==> config.mk <==
export PLATFORM = sky130hd
export DESIGN_NAME = gcd_job_master
export DESIGN_NICKNAME = d
export VERILOG_FILES = /design/src/rtl/gcd_pkg.sv /design/src/rtl/gcd_job_master.sv
export SDC_FILE = /design/constraint.sdc
export NUM_CORES = 1
export LEC_CHECK = 0
export CAP_MARGIN = 0
export CORE_ASPECT_RATIO = 1.1
export CORE_MARGIN = 2
export CORE_UTILIZATION = 49
export DETAILED_ROUTE_END_ITERATION = 16
export GPL_TIMING_DRIVEN = 0
export PLACE_DENSITY = 0.84
export SYNTH_ARGS = -nofsm -noshare
export SYNTH_HDL_FRONTEND = slang
export SYNTH_SLANG_ARGS = --single-unit
==> constraint.sdc <==
create_clock -name clk -period 3.2 [get_ports clk]
set_clock_uncertainty 0.2 [all_clocks]
set_input_delay 0.32 -clock clk [delete_from_list [all_inputs] [get_ports clk]]
set_output_delay 0.32 -clock clk [all_outputs]
set_load 0.03 [all_outputs]
==> src/rtl/gcd_pkg.sv <==
// gcd_pkg: shared FSM state encoding and default data width for the GCD master and calculator
package gcd_pkg;
  localparam int GCD_DATA_W = 8;
  typedef enum logic [1:0] {
    IDLE  = 2'd0,
    ISSUE = 2'd1,
    WAIT  = 2'd2,
    RESP  = 2'd3
  } state_t;
endpackage

==> src/rtl/gcd_job_master.sv <==
// gcd_job_master: valid/ready front end driving one GCD calculator, with zero bypass, watchdog and statistics
module gcd_job_master #(
  parameter int DATA_W      = gcd_pkg::GCD_DATA_W,
  parameter int TAG_W       = 4,
  parameter int TIMEOUT_CYC = 64
) (
  input  logic              clk,
  input  logic              rst_n,
  input  logic              req_valid,
  output logic              req_ready,
  input  logic [DATA_W-1:0] req_a,
  input  logic [DATA_W-1:0] req_b,
  input  logic [TAG_W-1:0]  req_tag,
  output logic              rsp_valid,
  input  logic              rsp_ready,
  output logic [DATA_W-1:0] rsp_gcd,
  output logic [TAG_W-1:0]  rsp_tag,
  output logic              rsp_err,
  output logic              calc_start,
  output logic [DATA_W-1:0] calc_a,
  output logic [DATA_W-1:0] calc_b,
  input  logic              calc_done,
  input  logic [DATA_W-1:0] calc_gcd,
  output logic [15:0]       jobs_done,
  output logic [7:0]        timeouts
);
  import gcd_pkg::*;
  localparam int TW = $clog2(TIMEOUT_CYC);
  state_t state, nxt;
  logic [TW-1:0] timer;
  logic zero_op, expired;
  assign zero_op    = req_a == '0 || req_b == '0;
  assign expired    = timer == TW'(TIMEOUT_CYC - 1);
  assign req_ready  = rst_n && state == IDLE;
  assign rsp_valid  = state == RESP;
  assign calc_start = state == ISSUE;
  always_comb begin
    nxt = state;
    case (state)
      IDLE:    nxt = req_valid ? (zero_op ? RESP : ISSUE) : IDLE;
      ISSUE:   nxt = WAIT;
      WAIT:    nxt = (calc_done || expired) ? RESP : WAIT;
      RESP:    nxt = rsp_ready ? IDLE : RESP;
      default: nxt = IDLE;
    endcase
  end
  always_ff @(posedge clk) begin
    if (!rst_n) begin
      state     <= IDLE;
      timer     <= '0;
      calc_a    <= '0;
      calc_b    <= '0;
      rsp_tag   <= '0;
      rsp_gcd   <= '0;
      rsp_err   <= 1'b0;
      jobs_done <= '0;
      timeouts  <= '0;
    end else begin
      state <= nxt;
      case (state)
        IDLE: if (req_valid) begin
          calc_a  <= req_a;
          calc_b  <= req_b;
          rsp_tag <= req_tag;
          rsp_gcd <= req_a | req_b;
          rsp_err <= 1'b0;
        end
        ISSUE: timer <= '0;
        WAIT: begin
          timer <= timer + TW'(1);
          if (calc_done) begin
            rsp_gcd <= calc_gcd;
            rsp_err <= 1'b0;
          end else if (expired) begin
            rsp_gcd  <= '0;
            rsp_err  <= 1'b1;
            timeouts <= timeouts + {7'd0, timeouts != 8'hFF};
          end
        end
        RESP: if (rsp_ready) jobs_done <= jobs_done + 16'd1;
        default: ;
      endcase
    end
  end
endmodule

After elaboration in Yosys (flattened, before gate mapping)
Cells that the tools add are included.
{ "word_totals": {"register_bits": 61, "latch_bits": 0, "ramBits": 0, "rom_bits": 0, "in_bits": 33, "out_inout_bits": 56, "mem_count": 0} }
{ "op_classes": {"addsub": 3, "n_mul": 0, "div_mod_pow": 0, "magnitude_cmp": 0, "n_eq_ne": 7, "shift": 0, "mux": 14, "bitwise": 2, "n_reduce_logical": 12} }
{ "ops": {"columns": ["operator", "count"], "rows": [
  ["two-way mux 8 bit", 3],
  ["adder 16 x 1 -> 16 bit, second input constant", 1],
  ["logical NOT 8 bit", 2],
  ["one-hot mux 8 bit (2 select lines)", 1],
  ["one-hot mux 6 bit (2 select lines)", 1],
  ["adder 8 x 1 -> 8 bit", 1],
  ["inequality test 8 bit, second input constant", 1],
  ["OR 8 bit", 1],
  ["one-hot mux 2 bit (4 select lines)", 1],
  ["adder 6 x 1 -> 6 bit, second input constant", 1],
  ["equality test 6 bit, second input constant", 1],
  ["two-way mux 2 bit", 3],
  ["AND reduction 3 bit", 2],
  ["equality test 2 bit, second input constant", 2],
  ["two-way mux 1 bit", 4],
  ["AND reduction 2 bit", 2],
  ["nonzero test 2 bit", 2],
  ["inequality test 3 bit, second input constant", 1],
  ["equality test 2 x 1 -> 1 bit, second input constant", 1],
  ["logical NOT 2 bit", 1],
  ["logical OR 1 bit", 2],
  ["inequality test 2 bit, second input constant", 1],
  ["one-hot mux 1 bit (2 select lines)", 1],
  ["logical AND 1 bit", 1],
  ["NOT 1 bit", 1]
]} }

Depth between registers and ports, before layout
{ "logic_depth": {"ltp_word": 5, "depth_mapped": 8, "depth_no_buf": 8} }

Least setup slack after synthesis
Ideal clock, no wire load.
{ "synth_path": {"path_type": "reg-to-reg", "start": "register state[0]", "end": "register jobs_done[15]", "t_arrival_ns": 1.952, "t_required_ns": 2.928, "slack_ns": 0.976, "path_stages_with_launch": 6, "cell_sequence": "dfxtp_1 > ha_1 > nand3_1 > nor4_1 > nor3b_1 > mux2i_1"} }
{ "synth_via": {"elab_chain_cells": 2} }
{ "synth_rtl": {"columns": ["item", "line_no", "rtl"], "rows": [
  ["start: declaration", "gcd_job_master.sv:29", "state_t state, nxt;"],
  ["start signal: assignment", "gcd_job_master.sv:59", "state <= nxt;"],
  ["equality test 2 bit", null, null],
  ["net rsp_valid", "gcd_job_master.sv:14", "output logic rsp_valid,"],
  ["AND reduction 2 bit (no source line)", null, null],
  ["end signal: assignment", "gcd_job_master.sv:80", "RESP: if (rsp_ready) jobs_done <= jobs_done + 16'd1;"],
  ["end: declaration", "gcd_job_master.sv:24", "output logic [15:0] jobs_done,"]
]} }
The timed path passes the listed nets, and every way through them passes these cells.
A chain may end at the register's enable or synchronous reset.

Worst setup path after layout
{ "layout_path": {"start": "input port rst_n", "end": "output port req_ready"} }
{ "layout_via": {"elab_chain_cells": 1} }
{ "layout_rtl": {"columns": ["item", "line_no", "rtl"], "rows": [
  ["start: declaration", "gcd_job_master.sv:8", "input logic rst_n,"],
  ["logical AND 1 bit", "gcd_job_master.sv:34", "assign req_ready = rst_n && state == IDLE;"],
  ["end: declaration", "gcd_job_master.sv:10", "output logic req_ready,"]
]} }
No other way between the ends.

==> metrics.md <==
| Metric | Value |
|---|---|
| Outcome | `finished clean` |
| R2R Setup Slk | `0.92 ns` |
| Post-CTS sizing | `0` |
| Die width | `74.9 um` |
| Synth unique cells | `31` |
| Gp weighted congestion | `0.916` |
| Largest buffer count on any clock path | `2` |
| Num Clock Sinks | `61` |
| Nets | `467` |
| Chip height | `82.0 um` |
| HP Class | `reg -> reg` |
| Final instance area | `3870 um^2` |
| Post-synth EDFFs | `0` |
| Wire per inst | `14.0 um` |
| Syn_area_per_cell | `8.29 um^2` |
| CP max stage cell | `clkdlybuf4s50_1` |
| Routed wire length | `7.05 mm` |
| Global-route wire length before repair | `11.1 mm` |
| Initial Util | `0.506` |
| Critical Path RT | `2.68 ns` |
| FMAX | `337 MHz` |
| DR iter-0 viols | `108` |
| Hold path depth | `2` |
| Cells after Synth | `327` |
| Clock tree from TritonCTS | `yes` |
| Worst hold start | `calc_b[3]` |
| # setup viols final | `0` |
| Layout cells sized above 1 | `0.0374` |
| Power Dens Cells | `466 nW/um^2` |
| WP buf/inv | `4` |
| I/O pins | `89` |
| Synth Net Count | `368` |
| Crit start category | `input pin` |
| Area Growth Syn to Fin | `42.8%` |
| Max_cap viols | `0` |
| FP Rows | `28` |
| Worst Path Max Fanout | `10` |
| Post-synthesis sequential area ratio | `0.450` |
| Final critical-path required period | `2.97 ns` |
| Clk_lat worst skew | `0.33 ns` |
| Post-synthesis register bit count | `61` |
| Ys Warns | `0` |
| Core ar. | `5360 um^2` |
| Endpoint type of the worst setup path | `primary output` |
| Hold Path End | `calc_b[3]` |
| GRT Total Usage | `0.239` |
| R2R Path End | `jobs_done[15]` |
| CTS H-tree depth | `3` |
| Crit path DAT | `2.45 ns` |
| Vias | `2652` |
| CP max stage delay | `0.68 ns` |
| N_diodes | `0` |
| Total CTS buffers | `9` |
| Worst reg2reg path depth | `5` |
| Mapped Area | `2710 um^2` |
| Met2 WL | `3.49 mm` |
| Hold WS | `0.256 ns` |
| Top sig layer | `met4` |
| Largest net degree at the start of global routing | `11` |
| Detail Route Antenna Nets | `0` |
| Top delay family on crit path | `buffers and inverters` |
| Fin util | `0.722` |
| Post-CTS setup buffers | `0` |
| HPWL Detailed | `5.29 mm` |
| Worst VDD drop | `331 uV` |
| DRC | `0` |
| RSZ-0062 raised after global routing | `no` |
| Initial antenna violation count | `0` |
| Vias per inst | `5.27` |
| DR WL met3 | `564 um` |
| Least-Margin Pin Slew | `0.657 ns` |
| Async S/R FF share, synth | `0` |
| Total gr overflow | `0` |
| Leak | `1.41 nW` |
| Slew headroom | `0.558` |
| Clock Tree Root | `clkbuf_8` |
| Total Power | `0.00180 W` |
| CP Cell Sequence | `clkdlybuf4s50_1, clkbuf_1, clkbuf_1, and2_1, clkdlybuf4s50_1` |
| Final hold violation count | `0` |
| First drt pass iteration count | `4` |
| Placed Area | `3690 um^2` |
| Filler cell count | `430` |
| Crit path kind | `in -> out` |
| Die Area | `6140 um^2` |
| Final worst-path cycle share | `0.928` |
| Sum Neg Setup Slack | `0 ns` |
| Hold-fix buffers, CTS | `0` |
| Worst setup path start | `rst_n` |
| Reg2reg start | `state[0]` |
| Clock transition at path regs | `0.06 ns` |
| M1 wire length | `2.86 mm` |
| Vias in the first global route | `2514` |
| IO buf count | `88` |
| Fin. max-slew vios | `0` |
| Top_reg_cell synth | `dfxtp_1` |
## through the flow
step / setup slack [ns] / cells
CTS: 0.199 / 503
global placement: 0.214 / 490
detailed placement: 0.208 / 490
floorplan: 0.976 / 327
finish: 0.232 / 503
global route: 0.0939 / 503
## logic make-up (layout without fill, tap and decap cells)
group           Yosys count  after routing  share of synthesized area
xor+xnor                 17             17                     0.0549
buf+inv                  21            122                     0.0291
mux                      16             16                     0.0591
flops                    61             61                      0.450
fa+ha+maj                 8              8                     0.0369
compound gates           46             46                     0.0978
simple gates            158            158                      0.272
## cell usage after synthesis, types with 2 or more instances
library cell / count / share of area
o21ai_0: 5 / 0.0092
and4_1: 2 / 0.0065
and2_1: 2 / 0.0046
mux2i_1: 16 / 0.059
nand3_1: 10 / 0.018
clkbuf_1: 16 / 0.022
ha_1: 8 / 0.037
nand2_1: 82 / 0.11
dfxtp_1: 61 / 0.45
xor2_1: 10 / 0.032
nor2_1: 22 / 0.030
inv_1: 5 / 0.0069
nand4_1: 9 / 0.021
xnor2_1: 7 / 0.023
nor4_1: 7 / 0.016
a21oi_1: 29 / 0.054
nor3_1: 4 / 0.0074
nand2b_1: 7 / 0.016
and3_1: 2 / 0.0046
o311ai_0: 8 / 0.026
or3_1: 5 / 0.012
## report_power, final
group          internal (W)  switching (W)  total [W]
Sequential         0.000798      0.0000223   0.000820
Combinational      0.000142       0.000186   0.000328
Clock              0.000387       0.000270   0.000657
Total               0.00133       0.000478    0.00180
## placed cells by master, fill, tap and decap left out, types with 8 or more instances in the layout
cell / n
nand3_1: 10
clkbuf_1: 16
mux2i_1: 16
o311ai_0: 8
nand2_1: 82
clkbuf_8: 11
xor2_1: 10
ha_1: 8
a21oi_1: 29
nand4_1: 9
nor2_1: 22
clkdlybuf4s50_1: 88
dfxtp_1: 61
## sequential cells by signal (all words and copies together), names as in the netlist
signal	flops
state	2
jobs_done	16
timer	6
rsp_tag	4
timeouts	8
rsp_err	1
calc_b	8
calc_a	8
rsp_gcd	8
## area by class of cell
| cell class | instances | area, um^2 | share of cell area |
|---|---|---|---|
| clock buffer | 11 | 151 | 0.0391 |
| sequential | 61 | 1220 | 0.315 |
| inverter | 5 | 18.8 | 0.00485 |
| clock inverter | 2 | 35.0 | 0.00905 |
| multi-input combinational | 245 | 1410 | 0.364 |
| buffer | 16 | 60.1 | 0.0155 |
| timing repair buffer | 88 | 881 | 0.227 |
| tap | 75 | 93.8 | 0.0242 |
## worst max-delay path by stage
stage	endpoint	slack, ns	cells past startpoint
finish	req_ready	0.23	5
global placement	req_ready	0.21	5
global route	req_ready	0.09	5
floorplan	jobs_done[15]	0.98	5
CTS	req_ready	0.20	5
detailed placement	req_ready	0.21	5
## tightest hold or removal path: stages, from the launching register on
cell     delay, ns
dfxtp_1       0.31
nand2_1       0.05
a21oi_1       0.05
## metal layers
layer | up-vias | GRT usage
met3 | 14 | 0.0994
met2 | 86 | 0.396
li1 | 1318 | -
met4 | 0 | 0.0911
met5 | - | 0
met1 | 1234 | 0.273
Note: power is estimated with default switching activity, not from simulation.
==> edit: new RTL, same settings <==
`GCD_DATA_W`: 8 -> 7.
--- a/src/rtl/gcd_pkg.sv
+++ b/src/rtl/gcd_pkg.sv
@@ -2,3 +2,3 @@
 package gcd_pkg;
-  localparam int GCD_DATA_W = 8;
+  localparam int GCD_DATA_W = 7;
   typedef enum logic [1:0] {
Ports: changed (6 resized); port bits go from 89 to 83. The function was not compared with the original's and may differ.
==> edit against the unedited design <==
  * Hold slack worse by 0.0025 ns
  * Setup slack better by 0.40 ns
  * First-iteration DRC count shrank 14%
  * Area after synthesis decreased by 4.1%
  * Cell area fell by 4.9%
  * Total power fell by 5.6%
  * Wire length decreased by 3.2%
  * Sequential cell count fell by 3
==> edit: results (changes against the unedited design) <==
CP startpoint = rst_n
Synthesized net count = 360 (-2.2%)
Synth cell types = 34 (+9.7%)
Worst slack, placed = 0.628 ns (+0.420 ns)
Fraction of layout cells with a size suffix above 1 = 0.0477 (+0.0103)
Average vias per placed instance = 5.51 (+4.5%)
Final net count = 453 (-3.0%)
Post-CTS resize count = 0 (unchanged)
Top cells by area, synth = dfxtp_1, nand2_1, a21oi_1, nand3_1, nor2_1
R2r setup slk = 0.92 ns (about the same)
Ys async rst share = 0 (unchanged)
Worst EP arrival = 2.05 ns (-0.40 ns)
Hold Path Class = flop to flop
Hold Startpoint = rsp_tag[1]$_SDFFE_PN0P_
# diodes = 0 (unchanged)
Vias = 2,628 (-0.90%)
Initial DRT Pass Iterations = 4 (unchanged)
Main synth FF type = dfxtp_1
Vias in the first global route = 2,483 (-1.2%)
Root buf cell = clkbuf_8
Hpwl dp = 5.08 mm (-4.0%)
First-pass GRT wire length = 11.0 mm (-0.57%)
Reg2reg start = state[0]$_SDFF_PN0_
Status = finished clean
Clk_lat worst skew = 0.33 ns (about the same)
Max VDD drop = 0.000314 V (-5.2%)
Syn Area/Cell = 8.08 um2 (-2.6%)
Reg clk slew, reported paths = 0.06 ns (about the same)
Leakage = 0.00134 uW (-5.2%)
Pin count of the biggest net entering global routing = 11 (unchanged)
Placed Cells = 462 (-5.7%)
Drt wl/cell = 14.3 um (+2.1%)
Postcts setup bufs = 0 (unchanged)
Fin crit share = 0.803 (-0.125)
PortBufs = 82 (-6.8%)
Top cells by count, synth = dfxtp_1, nand2_1, a21oi_1
Placer Congestion = 0.830 (-9.4%)
CTS Buffer Depth = 2 (unchanged)
Slew HR = 0.565 (+0.00751)
GRT Overall Usage = 0.240 (+0.000725)
Iter 0 DRT Violations = 93 (-14%)
Max-Cap Viols = 0 (unchanged)
Register area share after synthesis = 0.446 (-0.00402)
Filler Cell Count = 417 (-3.0%)
-- edit: final cells by class --
cell class	instances	area [um2]	share of cell area
Inverter	7	26.3	0.00713
Sequential cell	58	1160	0.315
Clock inverter	2	10.0	0.00272
Multi-Input combinational cell	241	1350	0.367
Timing Repair Buffer	82	821	0.223
Buffer	16	61.3	0.0166
Clock buffer	13	179	0.0486
Tap cell	58	72.6	0.0197
-- edit: power by group --
part	internal, uW	leakage [uW]	switching, uW
Clock	359	0.000101	274
Combinational	125	0.000766	174
Sequential	755	0.000472	18.8
Total	1240	0.00134	467
-- edit: worst paths after layout --
| check | to | cells after the start |
|---|---|---|
| max | req_ready | 4 |
| max reg2reg | rsp_gcd[2]$_SDFFE_PN0P_ | 7 |
| min reg2reg | rsp_tag[1]$_SDFFE_PN0P_ | 2 |
| min | rsp_tag[1]$_SDFFE_PN0P_ | 2 |
-- edit: per-stage QoR --
| step | hold slack [ns] | power (uW) | area (um2) |
|---|---|---|---|
| 6_report | 0.253 | 1700 | 3680 |
| 5_1_grt | 0.276 | 1770 | 3680 |
| 3_5_place_dp | 0.249 | 1080 | 3490 |
| 3_3_place_gp | 0.242 | 1080 | 3490 |
| 2_1_floorplan | 0.256 | 951 | 2600 |
| 4_1_cts | 0.257 | 1710 | 3680 |
-- edit: logic make-up after synthesis --
group	Yosys count	synth area share
and+or+nand+nor	148	0.273
AOI/OAI and AO/OA	62	0.128
DFF	58	0.446
buffers and inverters	23	0.0337
xor gates and xnor gates	16	0.0539
adders and majority gates	8	0.0385
muxes	7	0.0269
-- edit: critical path, cell delays in order --
cell and delay, ns:
clkdlybuf4s50_1 0.52, clkbuf_1 0.35, and2_1 0.19, clkdlybuf4s50_1 0.67
-- edit: metal layers --
metal	vias up	global-route usage	part of all wire
met3	11	0.0778	0.083
li1	1296	-	-
met2	94	0.421	0.50
met5	-	0	0
met1	1227	0.261	0.40
met4	0	0.102	0.016
